### config.mk
export PLATFORM = sky130hd
export DESIGN_NAME = quiz_buzzer_ctrl
export DESIGN_NICKNAME = d
export VERILOG_FILES = /design/src/rtl/quiz_pkg.sv /design/src/rtl/sec_tick_gen.sv /design/src/rtl/quiz_buzzer_ctrl.sv
export SDC_FILE = /design/constraint.sdc
export NUM_CORES = 1
export LEC_CHECK = 0
export ABC_AREA = 0
export BUFFER_PORTS_ARGS = -buffer_cell sky130_fd_sc_hd__buf_2
export CORE_ASPECT_RATIO = 1.5
export CORE_UTILIZATION = 58
export DETAILED_ROUTE_END_ITERATION = 7
export PLACE_DENSITY_LB_ADDON = 0.05
export SLEW_MARGIN = 0
export SYNTH_ARGS = -nofsm -noshare
export SYNTH_HDL_FRONTEND = slang
export SYNTH_HIERARCHICAL = 1
export SYNTH_SLANG_ARGS = --single-unit
### constraint.sdc
create_clock -name clk_50M -period 4.8 [get_ports clk_50M]
set_input_delay 0.48 -clock clk_50M [delete_from_list [all_inputs] [get_ports clk_50M]]
set_output_delay 0.48 -clock clk_50M [all_outputs]
set_load 0.005 [all_outputs]
### src/rtl/quiz_pkg.sv
// rtl/quiz_pkg.sv - state encoding and display helpers shared by the quiz buzzer blocks
package quiz_pkg;

  localparam int STATE_W      = 3;
  localparam int PLAYER_SCALE = 100;

  typedef enum logic [STATE_W-1:0] {
    ST_IDLE    = 3'd0,
    ST_ARMED   = 3'd1,
    ST_ANSWER  = 3'd2,
    ST_TIMEOUT = 3'd3,
    ST_FOUL    = 3'd4
  } state_t;

  // Tube value: player number in the hundreds digit, seconds in the low two digits.
  function automatic logic [9:0] disp_of(input logic [3:0] player, input logic [6:0] secs);
    return 10'(player) * 10'(PLAYER_SCALE) + 10'(secs);
  endfunction

endpackage

### src/rtl/sec_tick_gen.sv
// rtl/sec_tick_gen.sv - one-cycle tick every TICK_DIV clocks, realigned by restart
module sec_tick_gen #(
  parameter int TICK_DIV = 50_000_000
) (
  input  logic clk_50M,
  input  logic rst_n,
  input  logic restart,
  output logic tick
);

  localparam int CW = ($clog2(TICK_DIV) > 0) ? $clog2(TICK_DIV) : 1;
  localparam logic [CW-1:0] LAST = CW'(TICK_DIV - 1);

  logic [CW-1:0] cnt;

  // restart zeroes the count on the entry edge, so the first tick lands TICK_DIV cycles later
  always_ff @(posedge clk_50M or negedge rst_n) begin
    if (!rst_n) begin
      cnt <= '0;
    end else if (restart || cnt == LAST) begin
      cnt <= '0;
    end else begin
      cnt <= cnt + CW'(1);
    end
  end

  assign tick = (cnt == LAST);

endmodule

### src/rtl/quiz_buzzer_ctrl.sv
// rtl/quiz_buzzer_ctrl.sv - quiz buzzer arbitration, host flow, foul detection and countdown
module quiz_buzzer_ctrl
  import quiz_pkg::*;
#(
  parameter int N_PLAYERS = 4,
  parameter int TICK_DIV  = 50_000_000,
  parameter int ARM_SECS  = 10,
  parameter int ANS_SECS  = 20
) (
  input  logic                 clk_50M,
  input  logic                 rst_n,
  input  logic                 host_start,
  input  logic                 host_clear,
  input  logic [N_PLAYERS-1:0] player_btn,
  output logic [9:0]           disp_value,
  output logic                 error_flag,
  output logic [3:0]           winner,
  output logic                 buzzer,
  output logic [2:0]           state_dbg
);

  localparam int NB = N_PLAYERS + 2;
  localparam logic [6:0] ARM_S = 7'(ARM_SECS);
  localparam logic [6:0] ANS_S = 7'(ANS_SECS);

  logic [NB-1:0] raw, sync1, sync2, prev, rise;
  logic [N_PLAYERS-1:0] press_vec;
  logic clear_evt, start_evt, press_any, tick, restart, timeout_evt;
  logic [3:0] press_id;
  logic [6:0] sec_left;
  state_t state;

  assign raw = {host_clear, host_start, player_btn};

  always_ff @(posedge clk_50M or negedge rst_n) begin
    if (!rst_n) begin
      sync1 <= '0;
      sync2 <= '0;
      prev  <= '0;
    end else begin
      sync1 <= raw;
      sync2 <= sync1;
      prev  <= sync2;
    end
  end

  assign rise      = sync2 & ~prev;
  assign clear_evt = rise[NB-1];
  assign start_evt = rise[NB-2];
  assign press_vec = rise[N_PLAYERS-1:0];
  assign press_any = |press_vec;

  // Descending scan so the lowest-indexed simultaneous press is the one kept.
  always_comb begin
    press_id = '0;
    for (int i = N_PLAYERS - 1; i >= 0; i--) begin
      if (press_vec[i]) press_id = 4'(i + 1);
    end
  end

  assign timeout_evt = tick && (sec_left <= 7'd1);

  // Mirrors every FSM transition so the tick phase starts fresh in each new state.
  always_comb begin
    restart = 1'b0;
    if (clear_evt) begin
      restart = 1'b1;
    end else begin
      case (state)
        ST_IDLE:   restart = start_evt | press_any;
        ST_ARMED:  restart = press_any | timeout_evt;
        ST_ANSWER: restart = timeout_evt;
        default:   restart = 1'b0;
      endcase
    end
  end

  sec_tick_gen #(.TICK_DIV(TICK_DIV)) u_tick (
    .clk_50M (clk_50M),
    .rst_n   (rst_n),
    .restart (restart),
    .tick    (tick)
  );

  always_ff @(posedge clk_50M or negedge rst_n) begin
    if (!rst_n) begin
      state      <= ST_IDLE;
      sec_left   <= '0;
      winner     <= '0;
      disp_value <= '0;
      error_flag <= 1'b0;
      buzzer     <= 1'b0;
    end else if (clear_evt) begin
      state      <= ST_IDLE;
      sec_left   <= '0;
      winner     <= '0;
      disp_value <= '0;
      error_flag <= 1'b0;
      buzzer     <= 1'b0;
    end else begin
      case (state)
        ST_IDLE: begin
          if (press_any) begin
            state      <= ST_FOUL;
            winner     <= press_id;
            error_flag <= 1'b1;
            buzzer     <= 1'b1;
            disp_value <= disp_of(press_id, 7'd0);
          end else if (start_evt) begin
            state      <= ST_ARMED;
            sec_left   <= ARM_S;
            disp_value <= disp_of(4'd0, ARM_S);
          end
        end
        ST_ARMED: begin
          if (press_any) begin
            state      <= ST_ANSWER;
            winner     <= press_id;
            sec_left   <= ANS_S;
            disp_value <= disp_of(press_id, ANS_S);
          end else if (timeout_evt) begin
            state      <= ST_TIMEOUT;
            sec_left   <= '0;
            winner     <= '0;
            buzzer     <= 1'b1;
            disp_value <= '0;
          end else if (tick) begin
            sec_left   <= sec_left - 7'd1;
            disp_value <= disp_of(4'd0, sec_left - 7'd1);
          end
        end
        ST_ANSWER: begin
          if (timeout_evt) begin
            state      <= ST_TIMEOUT;
            sec_left   <= '0;
            buzzer     <= 1'b1;
            disp_value <= disp_of(winner, 7'd0);
          end else if (tick) begin
            sec_left   <= sec_left - 7'd1;
            disp_value <= disp_of(winner, sec_left - 7'd1);
          end
        end
        default: ;
      endcase
    end
  end

  assign state_dbg = state;

endmodule

After elaboration in Yosys (flattened, before gate mapping)
Index checks and enable logic that the tools add are counted.
- output and inout port bits: 19
- logic and storage cells: 87
- memories: 0
- bits of input ports: 8
- latch bits: 0
- bits in registers: 70
- memory bits (writable): 0
- ROM bits: 0
- multipliers: 2
- add/subtract/negate cells: 4
- reduce and logical (&&, ||, !) cells: 14
- magnitude comparators: 1
- eq/ne operators: 11
- multiplexer cells: 41
- shifts and indexed selects: 0
- divide/modulo/power cells: 0
- bitwise operators: 4
- operators by type and width (cell ; count):
    2-to-1 mux 10 bit ; 8
    2-to-1 mux 7 bit ; 6
    case mux 10 bit (3 select lines) ; 1
    2-to-1 mux 4 bit ; 7
    adder 26 x 1 -> 26 bit, second input constant ; 1
    == test 26 bit, second input constant ; 1
    2-to-1 mux 26 bit ; 1
    case mux 7 bit (3 select lines) ; 1
    2-to-1 mux 3 bit ; 6
    multiplier 4 x 5 -> 8 bit, second input constant ; 2
    != test 3 bit, second input constant ; 4
    != test 4 bit, second input constant ; 3
    adder 10 x 5 -> 10 bit, second input constant ; 1
    adder 10 x 7 -> 10 bit ; 1
    case mux 3 bit (3 select lines) ; 1
    AND reduction 3 bit ; 3
    case mux 4 bit (2 select lines) ; 1
    less-or-equal comparator 7 x 1 -> 1 bit, second input constant ; 1
    2-to-1 mux 1 bit ; 7
    subtractor 7 x 1 -> 7 bit, second input constant ; 1
    bitwise AND 6 bit ; 1
    inverter 6 bit ; 1
    case mux 1 bit (3 select lines) ; 2
    != test 5 bit, second input constant ; 1
    other kinds (12) ; 15

Logic depth before layout (Yosys ltp)
- word-level depth: 11
- mapped depth: 15
- mapped depth without buffers: 12

Hierarchy
Netlist, hierarchy kept.
- by module, submodules not included (module ; area each (µm²) ; instances ; cells each ; seq. area each (µm²)):
    quiz_buzzer_ctrl ; 2683.8 ; 1 ; 276 ; 1076.0
    sec_tick_gen ; 1397.6 ; 1 ; 147 ; 650.6

Worst setup path before layout
OpenSTA, ideal clock, no wires.
- kind: register -> register
- start: register u_tick.cnt[0]
- end: register u_tick.cnt[10]
- clock period less this slack: 2.900 ns
- slack: 1.900 ns
- setup time: 0.121 ns
- stages on the path, launching flop included: 16
- buffers on the path: 3
- arrival: 2.778 ns
- required time: 4.679 ns
- cell sequence: dfrtp_1 ha_1 and4_1 nand4_1 nor3_1 nor4b_4 and3_1 buf_2 buf_4 a21oi_1 o22a_1 o21ai_0 inv_1 o31ai_2 buf_2 nor2_1
- cells in the longest elaborated chain, start to end: 7
- elaborated cells on any way between the ends: 8
- those cells by class: add/sub: 1; eq/ne: 1; mux: 3; bitwise: 1; reduce/logical: 2
- RTL lines (what ; RTL line ; source):
    from (decl) ; sec_tick_gen.sv:14 ; logic [CW-1:0] cnt;
    from (signal assigned) ; sec_tick_gen.sv:23 ; cnt <= cnt + CW'(1);
    == test 26 bit * ; sec_tick_gen.sv:27 ; assign tick = (cnt == LAST);
    net tick ; quiz_buzzer_ctrl.sv:28 ; logic clear_evt, start_evt, press_any, tick, restart, timeout_evt;
    logical AND 1 bit * ; quiz_buzzer_ctrl.sv:61 ; assign timeout_evt = tick && (sec_left <= 7'd1);
    bitwise OR 1 bit ; quiz_buzzer_ctrl.sv:71 ; ST_ARMED: restart = press_any | timeout_evt;
    case mux 1 bit (3 select lines) * ; quiz_buzzer_ctrl.sv:69 ; case (state)
    2-to-1 mux 1 bit * ; quiz_buzzer_ctrl.sv:66 ; if (clear_evt) begin
    net restart ; quiz_buzzer_ctrl.sv:28 ;
    logical OR 1 bit * ; sec_tick_gen.sv:20 ; end else if (restart || cnt == LAST) begin
    2-to-1 mux 26 bit * ; sec_tick_gen.sv:20 ;
Mark *: on every way through the listed nets, which the timed path passes. The rest lies on a longest branch.
A chain may end at the register's enable or synchronous reset.

Final worst setup path
- start: register u_tick.cnt[16]
- end: register u_tick.cnt[2]
Same word-level chain as after synthesis.

==> results.ini <==
[worst_setup_path]
worstRegToRegCells=13
crit_arrival_ns=3.67
cp_data_required_time_ns=5.02
critPathMaxFanout=26
crit_end=u_tick/cnt[2]
r2r_end=u_tick/cnt[2]
cp_slowest_stage_delay_ns=0.50
reg2reg_from=u_tick/cnt[16]
cp-start-kind=flip-flop
critical_path_class=reg -> reg
cp_num_cells=13
critical-path-top-delay-family=simple AND/OR/NAND/NOR gates
reg2reg_setup_slack_ns=1.35
cp_cell_sequence=nor4b_1 -> nand3b_1 -> nor3_1 -> buf_4 -> nor4b_4 -> and3_1 -> a21oi_1 -> o22a_1 -> o21ai_0 -> inv_1 -> o31ai_2 -> buf_4 -> nor2_1
end_kind=flip-flop
crit_path_start=u_tick/cnt[16]
slowest_stage=and3_1
crit_path_frequent_cell=buf_4
critPathBufInv=3

[placement]
io_buffers=25
gp_congestion=0.940
preCtsSetupSlack_ns=1.38
dp_hpwl_um=6920

[drt]
drt_iter0_markers=157
final_antenna_net_count=0
via_count=3275
drc=10
viasPerCell=6.21
post_drt_wl_per_cell_um=17.7
first_pass_iters=7
wirelength_um=9350

[synth]
yosys.area.top_type=dfrtp_1
synth-edff-count=0
synthArstFlopShare_pct=100
synth_top_area_share_pct=42.3
synth_cells=423
synthTopCellsByArea=dfrtp_1 (42%), ha_1 (5.2%), nor2_1 (3.7%)
synth_area_per_cell_um2=9.65
syn_area_um2=4080
synth_xor_area_share_pct=5.15
synthDistinctLibCells=70
synth_compound_area_share_pct=18.2
synthMuxAreaShare_pct=0.797
synth_seq_area_share_pct=42.3
synth-simple-area-share_pct=23.9
synth_top_family_by_area=simple AND/OR/NAND/NOR gates
yosys_warnings=6
synthAdderAreaFrac_pct=5.70
synth_nets=449
ys.flop_type=dfrtp_1
ys_ff_latch=69

[die]
die_w_um=70.5
rows=37
pin_count=27
die_y_um=105
start_util_pct=59.6
dieArea_um2=7380
coreArea_um2=6850

[sta]
relSlewSlack_pct=42.3
post-route-period-util_pct=71.8
final-hold-violation-count=0
min_period_ns=3.45
finClkSkew_ns=0.0149
maxSlewViolCount=0
fin_setup_tns_ns=0
setup_violations=0
rsz0062_at_grt=no
tightest_slew_ns=0.865
max_freq_ghz=0.290
setup_slack_ns=1.35

[cts]
cts_buffer_depth=2
cts_tree=yes
cts_buffers=9
cts.clk_slew.worst_paths_ns=0.09
clock_latency_ns=0.36
cts_root_buf=clkbuf_8
cts_resized=0
ctsHoldBuffers=0
h-tree-depth=3
post-cts-setup-buffers=0
clkSinkCount=69

[global_route]
grt_pass1_wl_um=15700
antenna_found_initial=0
grt_use_total_pct=28.1
grt_pass1_vias=3393
grt_max_degree=70
grt_overflow_total=0

[layout]
diodes=0
fillers=585
drive_gt1_share_pct=15.6
area_delta_synth_final_pct=8.49
fin_nets=470

[pwr]
p_per_area_nw_per_um2=506
p_leak_nw=1.90
ir_drop_uv=285

[status]
violations=DRC
outcome=complete, but fails checks

[worst_hold_path]
hold_path_class=in -> reg

[job]
drv_cap=0

==> cell type report <==
type | instances | area [um2] | area share [%]
sequential | 69 | 1730 | 39.0
tap | 78 | 97.6 | 2.20
clock buffer | 9 | 124 | 2.80
timing repair buffer | 28 | 148 | 3.33
inverter | 15 | 56.3 | 1.27
clock inverter | 7 | 75.1 | 1.70
multi-input combinational | 321 | 2200 | 49.7
==> Yosys cell counts (all sizes together) (3+ instances only) <==
| cell type | number |
|---|---|
| buf | 15 |
| ha | 17 |
| dfrtp | 69 |
| o31ai | 10 |
| or3 | 9 |
| o21ai | 23 |
| clkbuf | 3 |
| xor2 | 11 |
| nand4 | 12 |
| nor2b | 9 |
| xnor2 | 13 |
| a32o | 3 |
| nor2 | 40 |
| a21oi | 28 |
| nand3 | 21 |
| inv | 15 |
| a31oi | 5 |
| o211ai | 6 |
| nand2 | 32 |
| a22o | 7 |
| nand2b | 9 |
| and4 | 7 |
| nor4 | 5 |
| nor3 | 8 |
| nor3b | 3 |
| and3 | 5 |
| o31a | 3 |
| or4 | 3 |
==> cell families after synthesis <==
| family | count (synthesis) |
|---|---|
| AND/OR/NAND/NOR | 171 |
| XOR/XNOR | 24 |
| multiplexers | 3 |
| adder cells (fa/ha/maj) | 18 |
| flip-flops | 69 |
| other | 1 |
| buffers and inverters | 33 |
| AO/OA/AOI/OAI | 104 |
==> cell usage in the layout, fill, tap and decap left out, types with 3 or more instances in the layout <==
cell type / instances
dfrtp_1: 69
nor2_1: 40
nand2_1: 32
a21oi_1: 26
buf_2: 25
o21ai_0: 21
nand3_1: 20
ha_1: 17
inv_1: 15
xnor2_1: 13
xor2_1: 11
nand4_1: 11
nor2b_1: 9
nand2b_1: 9
clkbuf_8: 9
or3_1: 8
a22o_1: 7
o31ai_1: 7
nor3_1: 6
and4_1: 6
and3_1: 5
o211ai_1: 5
a31oi_1: 4
a32o_1: 3
clkinvlp_4: 3
buf_4: 3
nor4_1: 3
==> per-layer routing <==
metal | track usage, % | vias up | routed length (um)
li1 | - | 1580 | -
met1 | 28.6 | 1596 | 3580
met2 | 49.9 | 70 | 5030
met3 | 6.08 | 29 | 275
met4 | 19.8 | 0 | 461
met5 | 0 | - | 0
==> where the power goes <==
part	leakage (nW)	switching [W]	internal (W)	total [W]
Sequential	0.897	0.000134	0.000669	0.000803
Combinational	0.908	0.000570	0.000394	0.000964
Clock	0.0918	0.000233	0.000241	0.000474
==> sequential cells by signal (all words and copies together), names as in the netlist <==
signal and cells:
buzzer 1, disp_value 10, error_flag 1, prev 6, sec_left 7, state_dbg 3
sync1 6, sync2 6, u_tick/cnt 26, winner 3
==> worst min-delay path by stage <==
stage	startpoint	to	slack, ns	cells past startpoint
after floorplan	rst_n	buzzer	0.18	0
after global placement	sync1[5]	sync2[5]	0.33	0
after detailed placement	sync1[3]	sync2[3]	0.34	0
after CTS	player_btn[2]	sync1[2]	0.20	1
after global routing	player_btn[2]	sync1[2]	0.20	1
final	player_btn[2]	sync1[2]	0.22	1
==> through the flow <==
step	hold WS, ns	power (W)	std cells	util [%]	instance area [um2]
global placement	0.332	0.00175	511	61.7	4230
global route	0.202	0.00240	527	64.6	4430
CTS	0.197	0.00226	527	64.6	4430
detailed placement	0.341	0.00177	511	61.7	4230
finish	0.221	0.00224	527	64.6	4430
floorplan	0.184	0.00150	423	-	4080
Power figures use the tool's default switching activity.
